### src/rtl/controle_movimento.sv
// Frame-synchronous movement controller: debounces the four buttons, steps the
// object once per frame, clamps it to the visible area and rolls it back after
// an obstacle overlap seen during the previous frame.
module controle_movimento #(
    parameter int unsigned OBJ_SIZE   = 30,
    parameter int unsigned H_MAX      = 640,
    parameter int unsigned V_MAX      = 480,
    parameter int unsigned X_INIT     = 100,
    parameter int unsigned Y_INIT     = 20,
    parameter int unsigned DEB_CYCLES = 250000
) (
    input  logic       clk,
    input  logic       rst_n,
    input  logic       frame_tick,
    input  logic [3:0] KEY,
    input  logic [2:0] velocidade,
    input  logic       hit,
    output logic [9:0] xPos,
    output logic [8:0] yPos,
    output logic       moving,
    output logic       bump
);

    localparam int unsigned CW = $clog2(DEB_CYCLES);
    localparam logic [CW-1:0] CNT_LAST = CW'(DEB_CYCLES - 1);
    localparam logic signed [11:0] X_LIM = 12'(H_MAX - OBJ_SIZE);
    localparam logic signed [11:0] Y_LIM = 12'(V_MAX - OBJ_SIZE);

    typedef enum logic [1:0] {IDLE, EVAL, CLAMP, COMMIT} state_t;

    state_t              state;
    logic [3:0]          key_s1;
    logic [3:0]          key_s2;
    logic [3:0]          key_db;
    logic [CW-1:0]       deb_cnt [4];
    logic                hit_frame;
    logic signed [11:0]  dx;
    logic signed [11:0]  dy;
    logic [9:0]          nx;
    logic [8:0]          ny;
    logic [9:0]          prev_x;
    logic [8:0]          prev_y;
    logic signed [11:0]  sum_x_c;
    logic signed [11:0]  sum_y_c;
    logic [9:0]          clamp_x_c;
    logic [8:0]          clamp_y_c;
    logic signed [11:0]  vel_c;
    logic                right_c, left_c, up_c, down_c;

    // Two-flop synchronizer and per-key debounce counter
    always_ff @(posedge clk or negedge rst_n) begin
        if (!rst_n) begin
            key_s1 <= '1;
            key_s2 <= '1;
            key_db <= '1;
            for (int i = 0; i < 4; i++) deb_cnt[i] <= '0;
        end else begin
            key_s1 <= KEY;
            key_s2 <= key_s1;
            for (int i = 0; i < 4; i++) begin
                if (key_s2[i] == key_db[i]) begin
                    deb_cnt[i] <= '0;
                end else if (deb_cnt[i] == CNT_LAST) begin
                    key_db[i]  <= key_s2[i];
                    deb_cnt[i] <= '0;
                end else begin
                    deb_cnt[i] <= deb_cnt[i] + CW'(1);
                end
            end
        end
    end

    // Remember any overlap during the frame; a hit in COMMIT survives into the next frame
    always_ff @(posedge clk or negedge rst_n) begin
        if (!rst_n)                hit_frame <= 1'b0;
        else if (hit)              hit_frame <= 1'b1;
        else if (state == COMMIT)  hit_frame <= 1'b0;
    end

    // Key decode, step size and clamped candidate position
    always_comb begin
        right_c   = ~key_db[0];
        left_c    = ~key_db[1];
        up_c      = ~key_db[2];
        down_c    = ~key_db[3];
        vel_c     = signed'(12'(velocidade));
        sum_x_c   = signed'(12'(xPos)) + dx;
        sum_y_c   = signed'(12'(yPos)) + dy;
        clamp_x_c = sum_x_c[9:0];
        clamp_y_c = sum_y_c[8:0];
        if (sum_x_c < 12'sd0)      clamp_x_c = '0;
        else if (sum_x_c > X_LIM)  clamp_x_c = 10'(X_LIM);
        if (sum_y_c < 12'sd0)      clamp_y_c = '0;
        else if (sum_y_c > Y_LIM)  clamp_y_c = 9'(Y_LIM);
    end

    // Frame step sequencer with registered position, moving and bump
    always_ff @(posedge clk or negedge rst_n) begin
        if (!rst_n) begin
            state  <= IDLE;
            dx     <= '0;
            dy     <= '0;
            nx     <= 10'(X_INIT);
            ny     <= 9'(Y_INIT);
            xPos   <= 10'(X_INIT);
            yPos   <= 9'(Y_INIT);
            prev_x <= 10'(X_INIT);
            prev_y <= 9'(Y_INIT);
            moving <= 1'b0;
            bump   <= 1'b0;
        end else begin
            bump <= 1'b0;
            case (state)
                IDLE: begin
                    if (frame_tick) state <= EVAL;
                end
                EVAL: begin
                    if (right_c && !left_c)      dx <= vel_c;
                    else if (left_c && !right_c) dx <= -vel_c;
                    else                         dx <= '0;
                    if (down_c && !up_c)         dy <= vel_c;
                    else if (up_c && !down_c)    dy <= -vel_c;
                    else                         dy <= '0;
                    state <= CLAMP;
                end
                CLAMP: begin
                    nx    <= clamp_x_c;
                    ny    <= clamp_y_c;
                    state <= COMMIT;
                end
                COMMIT: begin
                    if (hit_frame) begin
                        xPos   <= prev_x;
                        yPos   <= prev_y;
                        bump   <= 1'b1;
                        moving <= (prev_x != xPos) || (prev_y != yPos);
                    end else begin
                        prev_x <= xPos;
                        prev_y <= yPos;
                        xPos   <= nx;
                        yPos   <= ny;
                        moving <= (nx != xPos) || (ny != yPos);
                    end
                    state <= IDLE;
                end
                default: state <= IDLE;
            endcase
        end
    end

endmodule

### config.mk
export PLATFORM = sky130hd
export DESIGN_NAME = controle_movimento
export DESIGN_NICKNAME = d
export VERILOG_FILES = /design/src/rtl/controle_movimento.sv
export SDC_FILE = /design/constraint.sdc
export NUM_CORES = 1
export LEC_CHECK = 0
export ABC_AREA = 1
export BUFFER_PORTS_ARGS = -buffer_cell sky130_fd_sc_hd__buf_4
export CAP_MARGIN = 10
export CORE_ASPECT_RATIO = 1.2
export CORE_MARGIN = 2
export CORE_UTILIZATION = 40
export CTS_CLUSTER_SIZE = 16
export DETAILED_ROUTE_END_ITERATION = 16
export PLACE_DENSITY = 0.55
export SLEW_MARGIN = 20
export SYNTH_ARGS = -nofsm -noshare
export SYNTH_HDL_FRONTEND = slang
export SYNTH_SLANG_ARGS = --single-unit
export TNS_END_PERCENT = 30
### constraint.sdc
create_clock -name clk -period 3.6 [get_ports clk]
set_input_delay 0.72 -clock clk [delete_from_list [all_inputs] [get_ports clk]]
set_output_delay 0.72 -clock clk [all_outputs]
set_load 0.03 [all_outputs]
==> results.tsv <==
metric	value	unit
synth_enable_flop_cells	0	
cts.path.max_buffers	2	
ff_latch_area	3940	µm²
start_util	0.409	
antenna_found_initial	0	
path_cells	ha_1, inv_1, fa_1, inv_1, nand3_1, nand2_1, nand3_1, nand2_1, nand2_1, nand2_1, nand3_1, nand2_2, nand3_1, nand2_1, nand2_1	
tightest_slew	0.791	ns
max_cap_violations	0	
overflow	0	
cts_resized	0	
die_h	167	µm
postSynthAreaPerCell	7.96	µm²
cp-end-kind	flop	
ys_warn_count	0	
cts_tree	done	
ys_ff_latch	156	
cts_setup_buffers	0	
fin_nets	1205	
synth_nets	1162	
remaining_drc_errors	0	
max_slew_margin	0.472	
path_class	flop to flop	
fin_ws	1.23	ns
cellPowerDensity	543	nW/µm²
postLayoutCellArea	10100	µm²
rows	59	
synthCells	1119	
slowest_delay	0.47	ns
period_needed	2.37	ns
firstDrtPassIters	5	
htreeDepth	4	
io_buffers	31	
outcome	finished, final reports clean	
n_fill_cell	2207	
globalplace.congestion	0.835	
ys.flop_type	dfrtp_1	
grt_pass1_wl	34.5	mm
finalSetupTns	0	ns
vias	7178	
finalCritPeriodShare	0.659	
vias_per_cell	4.95	
cp_max_fo	9	
hold_path.class	primary input to asynchronous set/reset pin	
clock_sinks	156	
drive_gt1_frac	0.123	
worstPathRequired	3.91	ns
cts_root_buf	clkbuf_16	
multi_input_area	4310	µm²
cp-start-kind	flop	
n_antenna_cell	0	
cts_buffers	17	
cts.clk_slew.worst_paths	0.06	ns
ios	32	
pre_cts_slack	1.20	ns
cpMostUsedCell	nand2_1	
die_w	140	µm
die_area	23500	µm²
final_max_slew_viol_count	0	
grt_pass1_vias	7203	
cp_num_buf_inv	2	
ys_types	49	
ys_seq_area_frac	0.442	
setup-violations-final	0	
routed_wirelength	19.8	mm
max_freq	0.422	GHz
areaGrowthSynthToFinish	12.9	%
cp.arrival	2.69	ns
synthesis.area	8910	µm²
wl_per_cell	13.7	µm
clock_skew	0.00944	ns
hpwl	14.9	mm
track_usage	0.181	
final_antenna_net_count	0	
insertion_delay	0.43	ns
leakagePower	4.77	nW
hold_viol	0	
dpl_cell_area	9500	µm²
grt_max_degree	78	
irDropWorstVdd	0.337	mV
design.core.area	21800	µm²
cts_hold_buffers	0	
rsz0062_at_grt	no	
cp_slowest_cell	dfrtp_1	
synthArstFlopShare	1.00	
whs	0.316	ns
crit_family	simple AND/OR/NAND/NOR gates	
drt_iter0_drc	349	
==> cell type report <==
type                            instances  share of cell area
Inverter                              162              0.0605
Clock inverter                         10             0.00933
Sequential cell                       156               0.392
Timing Repair Buffer                   38              0.0300
Clock buffer                           22              0.0462
Tap cell                              274              0.0341
Multi-Input combinational cell        787               0.428
==> power by group <==
group,internal (W),total (W),switching (W)
Combinational,0.000559,0.00151,0.000952
Sequential,0.00198,0.00222,0.000236
Clock,0.000987,0.00173,0.000739
Total,0.00353,0.00546,0.00193
==> cells in the mapped netlist (2+ instances only) <==
library cell	count	share of area
clkbuf_1	10	0.0042
o221ai_1	12	0.012
o21ai_0	34	0.019
buf_2	3	0.0017
nor4_1	14	0.0098
fa_1	2	0.0045
nand3_2	4	0.0045
inv_2	3	0.0013
nor3b_1	9	0.0076
o21ai_1	2	0.0011
xor2_1	35	0.034
dfrtp_1	129	0.36
dfstp_2	27	0.080
nand2_2	7	0.0049
mux2_2	3	0.0038
o21bai_1	2	0.0017
o22ai_1	3	0.0021
nor2_1	97	0.041
or2_2	5	0.0035
inv_1	158	0.067
nand4_1	30	0.021
nand2_1	300	0.13
nand3b_1	2	0.0017
a31oi_1	4	0.0028
nor3b_2	2	0.0028
a21o_1	2	0.0017
o31ai_1	3	0.0025
nor2_2	10	0.0070
o211ai_1	10	0.0084
nor3_1	23	0.013
a21oi_1	26	0.015
nor2_4	8	0.010
nand3_1	68	0.038
and3_1	2	0.0014
nor3_2	2	0.0022
ha_1	30	0.042
xnor2_1	26	0.026
==> registers in the layout, summed over array words and instances (netlist names), 2 cells and up <==
name	count
prev_x	10
key_db	4
state	2
key_s1	4
nx	10
key_s2	4
ny	9
dy	5
xPos	10
deb_cnt	72
yPos	9
prev_y	9
dx	5
==> cell families after synthesis <==
logic type | synth area share
mux | 0.00379
xor+xnor | 0.0600
buf+inv | 0.0746
compound gates | 0.0698
fa+ha+maj | 0.0466
simple gates | 0.303
flops | 0.442
==> worst paths after layout <==
path	from	endpoint	slack [ns]	depth (start not counted)
min	rst_n	nx[7]$_DFFE_PN0P_	0.32	1
min reg2reg	key_s1[2]$_DFF_PN1_	key_s2[2]$_DFF_PN1_	0.36	0
max	xPos[0]$_DFFE_PN0P_	nx[1]$_DFFE_PN0P_	1.23	15
max reg2reg	xPos[0]$_DFFE_PN0P_	nx[1]$_DFFE_PN0P_	1.23	15
max in group asynchronous	rst_n	key_s1[3]$_DFF_PN1_	2.43	2
min in group clk	key_s1[2]$_DFF_PN1_	key_s2[2]$_DFF_PN1_	0.36	0
==> layer usage <==
layer | track usage | vias up | share of wire
met5 | 0 | - | 0
met4 | 0.0562 | 0 | 0.013
met3 | 0.0329 | 15 | 0.027
met2 | 0.316 | 76 | 0.49
met1 | 0.227 | 3386 | 0.47
li1 | - | 3701 | -
==> stage by stage <==
| step | utilization | total power, W | std cells |
|---|---|---|---|
| after floorplan | - | 0.00325 | 1119 |
| after global placement | 0.436 | 0.00378 | 1417 |
| after detailed placement | 0.436 | 0.00379 | 1417 |
| after CTS | 0.462 | 0.00554 | 1449 |
| after global routing | 0.462 | 0.00581 | 1449 |
| final | 0.462 | 0.00546 | 1449 |
==> cell usage in the layout, fill, tap and decap left out, types with 27 or more instances in the layout <==
| master | count |
|---|---|
| buf_4 | 36 |
| dfrtp_1 | 129 |
| dfstp_2 | 27 |
| ha_1 | 30 |
| inv_1 | 158 |
| nand2_1 | 300 |
| nand3_1 | 68 |
| nand4_1 | 30 |
| nor2_1 | 96 |
| o21ai_0 | 34 |
| xor2_1 | 35 |
(Power assumes the default switching activity.)
